==> config.mk <==
export PLATFORM = sky130hd
export DESIGN_NAME = data_mem_controller
export DESIGN_NICKNAME = d
export VERILOG_FILES = /design/src/rtl/data_mem_pkg.sv /design/src/rtl/data_mem_controller_lsu_load_align.sv /design/src/rtl/data_mem_controller.sv
export SDC_FILE = /design/constraint.sdc
export NUM_CORES = 1
export LEC_CHECK = 0
export BUFFER_PORTS_ARGS = -buffer_cell sky130_fd_sc_hd__buf_2
export CORE_MARGIN = 2
export CORE_UTILIZATION = 35
export DETAILED_ROUTE_END_ITERATION = 8
export PLACE_DENSITY = 0.59
export SETUP_SLACK_MARGIN = 0.2
export SYNTH_ARGS = -nofsm -noshare
export SYNTH_HDL_FRONTEND = slang
export SYNTH_SLANG_ARGS = --single-unit
==> constraint.sdc <==
create_clock -name clk -period 2.25 [get_ports clk]
set_input_delay 0.1125 -clock clk [delete_from_list [all_inputs] [get_ports clk]]
set_output_delay 0.1125 -clock clk [all_outputs]
set_load 0.02 [all_outputs]
==> src/rtl/data_mem_pkg.sv <==
// Shared types and store-side helpers for the MEM-stage data memory controller.
package data_mem_pkg;

    typedef enum logic [2:0] {
        IDLE,
        REQ,
        WAIT,
        DONE,
        ERR
    } state_t;

    localparam logic [2:0] F3_B  = 3'b000;
    localparam logic [2:0] F3_H  = 3'b001;
    localparam logic [2:0] F3_W  = 3'b010;
    localparam logic [2:0] F3_BU = 3'b100;
    localparam logic [2:0] F3_HU = 3'b101;

    function automatic logic [3:0] be_of(input logic [2:0] f3, input logic [1:0] off);
        case (f3[1:0])
            2'b00:   return 4'b0001 << off;
            2'b01:   return 4'b0011 << off;
            default: return 4'b1111;
        endcase
    endfunction

    function automatic logic [31:0] store_lanes(input logic [2:0] f3, input logic [31:0] wd);
        case (f3[1:0])
            2'b00:   return {4{wd[7:0]}};
            2'b01:   return {2{wd[15:0]}};
            default: return wd;
        endcase
    endfunction

endpackage

==> src/rtl/data_mem_controller_lsu_load_align.sv <==
// Load lane selection with sign/zero extension, plus access-size misalignment detection.
module lsu_load_align
    import data_mem_pkg::*;
(
    input  logic [31:0] word,
    input  logic [1:0]  off,
    input  logic [2:0]  funct3,
    output logic [31:0] data,
    output logic        misalign
);

    logic [7:0]  b;
    logic [15:0] h;

    always_comb begin
        b = word[{off, 3'b000} +: 8];
        h = off[1] ? word[31:16] : word[15:0];

        data = word;
        case (funct3)
            F3_B:    data = {{24{b[7]}}, b};
            F3_BU:   data = {24'h0, b};
            F3_H:    data = {{16{h[15]}}, h};
            F3_HU:   data = {16'h0, h};
            default: data = word;
        endcase

        misalign = 1'b0;
        case (funct3[1:0])
            2'b01:   misalign = off[0];
            2'b10:   misalign = (off != 2'b00);
            default: misalign = 1'b0;
        endcase
    end

endmodule

==> src/rtl/data_mem_controller.sv <==
// MEM-stage load/store sequencer: issues one bus request per access, stalls the
// pipeline until the response (or error/timeout), then presents extended load data.
module data_mem_controller
    import data_mem_pkg::*;
#(
    parameter int unsigned TIMEOUT_CYCLES = 255,
    parameter int unsigned CNT_W          = 16
) (
    input  logic        clk,
    input  logic        rst_n,
    input  logic        MemReadM,
    input  logic        MemWriteM,
    input  logic [2:0]  Funct3M,
    input  logic [31:0] ALUResultM,
    input  logic [31:0] WriteDataM,
    output logic        StallMem,
    output logic [31:0] RdataM,
    output logic        MisalignM,
    output logic        BusErrM,
    output logic        req_valid,
    input  logic        req_ready,
    output logic        req_we,
    output logic [31:0] req_addr,
    output logic [31:0] req_wdata,
    output logic [3:0]  req_be,
    input  logic        rsp_valid,
    input  logic [31:0] rsp_rdata,
    input  logic        rsp_err
);

    state_t           state, state_nx;
    logic [CNT_W-1:0] cnt;
    logic [31:0]      hold;
    logic [31:0]      ext;
    logic             access;
    logic             misalign;
    logic             timeout;

    // Gating with rst_n keeps every output low while reset is held, even with an access present.
    assign access  = rst_n & (MemReadM | MemWriteM);
    assign timeout = (cnt == CNT_W'(TIMEOUT_CYCLES - 1));

    lsu_load_align u_align (
        .word     (hold),
        .off      (ALUResultM[1:0]),
        .funct3   (Funct3M),
        .data     (ext),
        .misalign (misalign)
    );

    always_comb begin
        state_nx  = state;
        StallMem  = 1'b0;
        MisalignM = 1'b0;
        BusErrM   = 1'b0;
        RdataM    = '0;
        req_valid = 1'b0;
        case (state)
            IDLE: begin
                if (access) begin
                    if (misalign) begin
                        MisalignM = 1'b1;
                    end else begin
                        StallMem = 1'b1;
                        state_nx = REQ;
                    end
                end
            end
            REQ: begin
                req_valid = 1'b1;
                StallMem  = 1'b1;
                if (req_ready)    state_nx = WAIT;
                else if (timeout) state_nx = ERR;
            end
            WAIT: begin
                StallMem = 1'b1;
                if (rsp_valid)    state_nx = rsp_err ? ERR : DONE;
                else if (timeout) state_nx = ERR;
            end
            DONE: begin
                if (!req_we) RdataM = ext;
                state_nx = IDLE;
            end
            ERR: begin
                BusErrM  = 1'b1;
                state_nx = IDLE;
            end
            default: state_nx = IDLE;
        endcase
    end

    always_ff @(posedge clk or negedge rst_n) begin
        if (!rst_n) begin
            state     <= IDLE;
            req_we    <= 1'b0;
            req_addr  <= '0;
            req_wdata <= '0;
            req_be    <= '0;
            hold      <= '0;
            cnt       <= '0;
        end else begin
            state <= state_nx;
            case (state)
                IDLE: begin
                    if (access && !misalign) begin
                        req_we    <= MemWriteM;
                        req_addr  <= {ALUResultM[31:2], 2'b00};
                        req_be    <= be_of(Funct3M, ALUResultM[1:0]);
                        req_wdata <= store_lanes(Funct3M, WriteDataM);
                        cnt       <= '0;
                    end
                end
                REQ: cnt <= cnt + CNT_W'(1);
                WAIT: begin
                    cnt <= cnt + CNT_W'(1);
                    if (rsp_valid && !rsp_err) hold <= rsp_rdata;
                end
                default: ;
            endcase
        end
    end

endmodule

# Word-level counts from Yosys, hierarchy flattened
# Index checks and enable logic that the tools add are counted.
dict set report totals {
  reg_bits 118
  in_bits 106
  output_inout_bits 105
  elab_cells 64
}
dict set report classes {
  n_addsub 1
  eq_ne 13
  shifts 3
  mux 24
  bitwise 2
  n_reduce_logical 14
}
# op n
set ops {}
lappend ops {{case mux 32 bit (4 select lines)} 1}
lappend ops {{two-way mux 32 bit} 2}
lappend ops {{case mux 32 bit (2 select lines)} 1}
lappend ops {{two-way mux 16 bit} 2}
lappend ops {{case mux 16 bit (2 select lines)} 1}
lappend ops {{variable part select 32 x 6 -> 8 bit} 1}
lappend ops {{two-way mux 3 bit} 6}
lappend ops {{adder 16 x 1 -> 16 bit, second input constant} 1}
lappend ops {{equality test 16 x 8 -> 1 bit, second input constant} 1}
lappend ops {{equality test 3 bit, second input constant} 3}
lappend ops {{case mux 3 bit (3 select lines)} 1}
lappend ops {{case mux 4 bit (2 select lines)} 1}
lappend ops {{AND reduction 2 bit} 4}
lappend ops {{two-way mux 1 bit} 7}
lappend ops {{equality test 3 x 1 -> 1 bit, second input constant} 2}
lappend ops {{equality test 3 x 2 -> 1 bit, second input constant} 2}
lappend ops {{logical NOT 3 bit} 2}
lappend ops {{inequality test 2 bit, second input constant} 3}
lappend ops {{case mux 1 bit (2 select lines)} 2}
lappend ops {{nonzero test 2 bit} 2}
lappend ops {{left shift 1 x 2 -> 4 bit, first input constant} 1}
lappend ops {{left shift 2 x 2 -> 4 bit, first input constant} 1}
lappend ops {{equality test 2 x 1 -> 1 bit, second input constant} 1}
lappend ops {{equality test 2 bit, second input constant} 1}
lappend ops {{6 further kinds} 8}

# Logic depth before layout (Yosys ltp)
dict set report depth {
  depth_word 6
  ltp_mapped 9
  depth_no_buf 6
}

# Cells and area by module
# Synthesis repeated with hierarchy kept, for this count alone.
dict set report hier_totals {
  cells_unflattened 649
  hier_area_um2 6087.1
}
# mod n_inst cells_per_inst area_each_um2 seq_area_each_um2
set modules_own_cells {}
lappend modules_own_cells {data_mem_controller 1 525 5261.3 2952.8}
lappend modules_own_cells {lsu_load_align 1 124 825.8 0.0}

# Worst setup path before layout
# Ideal clock, no wire load.
dict set report synth_timing {
  kind {input to output}
  from {in Funct3M[1]}
  to {out RdataM[5]}
  arrival_time_ns 1.811
  required_ns 2.138
  slack_ns 0.326
  cell_stages 8
  n_path_buf 3
  path_cell_list {inv_1 ha_1 clkbuf_1 or2_2 buf_2 buf_1 a21oi_1 a311oi_1}
}
dict set report synth_between {
  elab_chain_cells 4
  elab_cells_between_ends 7
  classes_between {eq/ne: 3; mux: 3; reduce/logical: 1}
}
# item line_no
set synth_lines {}
lappend synth_lines {{start: declaration} data_mem_controller.sv:13} ;# input logic [2:0] Funct3M,
lappend synth_lines {{equality test 3 bit (tied with other cells)} data_mem_controller_lsu_load_align.sv:20} ;# case (funct3)
lappend synth_lines {{case mux 32 bit (4 select lines) (*)} data_mem_controller_lsu_load_align.sv:20}
lappend synth_lines {{two-way mux 32 bit (*)} data_mem_controller.sv:81} ;# if (!req_we) RdataM = ext;
lappend synth_lines {{two-way mux 32 bit (*)} data_mem_controller.sv:58} ;# case (state)
lappend synth_lines {{end: declaration} data_mem_controller.sv:17} ;# output logic [31:0] RdataM,
# Every way passes the cells marked *; elsewhere a longest branch is shown, timed or not.

# Worst setup path in the final report
dict set report layout_timing {
  from {reg state[2]}
  to {out RdataM[31]}
}
dict set report layout_between {
  elab_chain_cells 2
}
# item line_no
set layout_lines {}
lappend layout_lines {{start: declaration} data_mem_controller.sv:31} ;# state_t state, state_nx;
lappend layout_lines {{start signal: assignment} data_mem_controller.sv:102} ;# state <= state_nx;
lappend layout_lines {{equality test 3 x 2 -> 1 bit} data_mem_controller.sv:58}
lappend layout_lines {{two-way mux 32 bit} data_mem_controller.sv:58}
# No other way between the ends.

==> results.md <==
* DR vias at 5287
* Overall Power at around 11000 uW
* Routed vias/inst at around 5.1
* GRT overflow at 0
* Vias in the first global route at 5470
* Die width at approximately 130 um
* Flops & latches, synth at between 100 and 150
* Clk Latency, worst-skew pair at about 0.4 ns
* Main synth FF type: dfrtp_1
* RSZ-0062 raised after global routing: yes
* Clock Sinks at roughly 120
* CTS tree: yes
* Total GRT Usage at a little under 20%
* Die area at ~18000 um^2
* Outcome: complete, no violations
* P_leak at ~0.0042 uW
* Post-synth ARST share at 100%
* Final Skew at 0.0112 ns
* Critical Path RT at 2.14 ns
* Post-DRT Antenna Nets at 0
* Synthesis Warnings at 0
* Clock network fraction of design power at between 20% and 30%
* Number of buffers and inverters on the critical path at 1
* Mapped Area at 5920 um^2
* Final instance area at around 8900 um^2
* Num ports at around 210
* Avg Inst Size Synth at around 12 um^2
* Post-place instance area at between 7000 and 8000 um^2
* Achievable clock frequency at approximately 490 MHz
* Worst slew pin tran at 0.828 ns
* Nets at roughly 920
* Final period util at 90.5%
* Post-synth top area share at approximately 50%
* Top post-synthesis cells by area: dfrtp_1, mux2_2, a21o_1
* Combinational power share at 37.9%
* VDD IR max at between 0.0006 and 0.0007 V
* Initial cell density of the core at 35.8%
* Htree depth at 4
* CP max-delay cell: dfrtp_2
* Switch Pwr at about 3800 uW
* Final Hold Fails at 0
* Root buf cell: clkbuf_16
* Core area at between 15000 and 20000 um^2
* Hpwl dp at ~12000 um
* CTS Buffer Depth at 2
* P_int at 7000 uW
* Port-buffer cells at 208
* Startpoint Class: register
* DRT iter0 DRCs at slightly below 300
* Sequential power share at a little over a third
* Sw Share at between 30 and 40%
* Total of max-cap violations at 0
* Cell family with most CP delay: simple AND/OR/NAND/NOR gates
* EDFF count, synth at 0
* Power Density at 1220 nW/um^2
* # DRC at 0
* Drt wl/cell at 17.4 um
* Share of layout cells above drive strength 1 at about 49%
* Hold crit path type: in -> reg
* Antenna violations before repair at 1
* Drt total wl at about 18000 um
* Largest net degree at the start of global routing at 64
* Critical path endpoint category: output port
* Min Tclk post-route at about 2.0 ns
* Number of CTS-inserted buffers at 17
* Slew Limit Headroom at between 40% and 50%
* Largest stage delay, worst path at around 0.44 ns
* Worst Path Max Fanout at 8
* RD Place Congestion at 0.859
* TNS Setup at 0 ns
* Synth-to-layout area growth at 50.4%
* Worst-path clk slew at 0.06 ns
* Crit Path Category: reg -> out
* Rows at between 40 and 50
* First-pass GRT wire length at 28100 um
* Endpoints failing setup at 0
* DIE HEIGHT at 134 um
* Largest area contributor in the netlist: dfrtp_1
* Crit path cell chain: nand4bb_4 > nor3b_4 > o21a_4 > a21o_1 > buf_6
* Critical Path AT at about 1.9 ns
* Number of library cell types mapped by synthesis at 47
* Drt pass-1 iters at 7
* Post-synthesis instance total at around 500
* Sequential cell area fraction in the yosys report at between 40 and 50%
* Fin. max-slew vios at 0
==> worst paths after layout <==
path                                          start                        end  slack [ns]  depth (start not counted)
max                            state[2]$_DFFE_PN0P_                 RdataM[31]        0.21                          5
min                                  WriteDataM[25]  req_wdata[25]$_DFFE_PN0P_        0.02                          4
max reg2reg                    state[2]$_DFFE_PN0P_        cnt[15]$_DFFE_PN0P_        0.27                          4
min reg2reg                req_wdata[5]$_DFFE_PN0P_   req_wdata[5]$_DFFE_PN0P_        0.50                          1
max in group asynchronous                     rst_n       state[2]$_DFFE_PN0P_        1.21                          3
min in group asynchronous                     rst_n       hold[26]$_DFFE_PN0P_        0.04                          2
==> metal layers <==
metal / global-route usage [%] / share of wire [%]
met1: 24.4 / 41
met2: 33.2 / 51
met3: 5.78 / 6.2
met4: 7.39 / 2.0
met5: 0 / 0
==> kinds of logic after synthesis <==
family / after synthesis / synth area share, %
adders and majority gates: 6 / 1.27
and+or+nand+nor: 107 / 9.01
xor gates and xnor gates: 8 / 1.18
other: 1 / 0.0634
DFF: 118 / 49.9
muxes: 117 / 22.2
AOI/OAI and AO/OA: 108 / 12.8
buffers and inverters: 46 / 3.53
==> layout make-up <==
type | count | area, um^2
fill | 1425 | 7630
sequential | 118 | 2960
multi-input combinational | 349 | 2900
timing repair buffer | 305 | 2070
clock buffer | 24 | 502
tap | 220 | 275
clock inverter | 8 | 143
inverter | 12 | 45.0
antenna | 1 | 2.50
==> state kept, by name (all words and copies together) (netlist names) <==
name and cells:
cnt 16, hold 32, req_addr 30, req_be 4, req_wdata 32, req_we 1
state 3
==> cell usage after synthesis (3+ instances only) <==
library cell,number
a21oi_1,15
o31ai_1,7
nor3_1,3
xor2_1,4
buf_4,3
buf_1,3
or4_1,5
mux2_2,113
or3_1,5
inv_1,12
nand2b_1,7
nand3_1,5
nand4_1,3
a21o_1,23
a22oi_1,15
o22ai_1,5
ha_1,6
clkbuf_1,13
a22o_1,8
buf_2,14
nand2_1,36
mux2i_1,4
o21ai_0,13
dfrtp_1,118
a211oi_1,8
nor2_1,26
xnor2_1,4
a311oi_1,8
==> tightest hold or removal path, cell delays in order <==
cell     delay (ns)
buf_2          0.07
nand2_1        0.04
nand2_1        0.05
mux2_2         0.13
==> cell usage in the layout (no fill, tap or decap), types with 8 or more instances in the layout <==
master,instances
dfrtp_1,116
a21o_1,23
a21oi_1,15
buf_4,21
buf_6,12
clkbuf_16,17
a22oi_1,15
inv_1,12
a22o_1,8
o21ai_0,13
mux2_2,113
nand2_1,36
nor2_1,24
buf_2,194
dlygate4sd3_1,75
==> power groups by stage <==
stage               logic [uW]  clock network [uW]  registers (uW)
finish                    4110                2950            3780
global route              4420                3120            3910
CTS                       4020                3010            3760
detailed placement        3880                   0            3760
global placement          3810                   0            3730
floorplan                 1830                   0            4380
==> timing repair <==
| item | 4_1_cts | 5_1_grt |
|---|---|---|
| hold endpoints to repair | 192 | 0 |
| pin swaps | 0 | 4 |
| gates cloned | 1 | 1 |
| setup endpoints to repair | 24 | 30 |
| hold buffers | 75 | 0 |
| buffers inserted | 0 | 3 |
| resized for setup | 11 | 42 |
==> through the flow <==
stage	cells	setup slack, ns	util, %	hold WS [ns]
after floorplan	512	0.326	-	-0.183
after global placement	924	0.281	43.9	-0.0858
after detailed placement	924	0.213	43.9	-0.0860
after CTS	1032	0.158	52.6	0.00246
after global routing	1037	0.132	53.8	0.00848
final	1037	0.213	53.8	0.0200
Note: power is estimated with default switching activity, not from simulation.
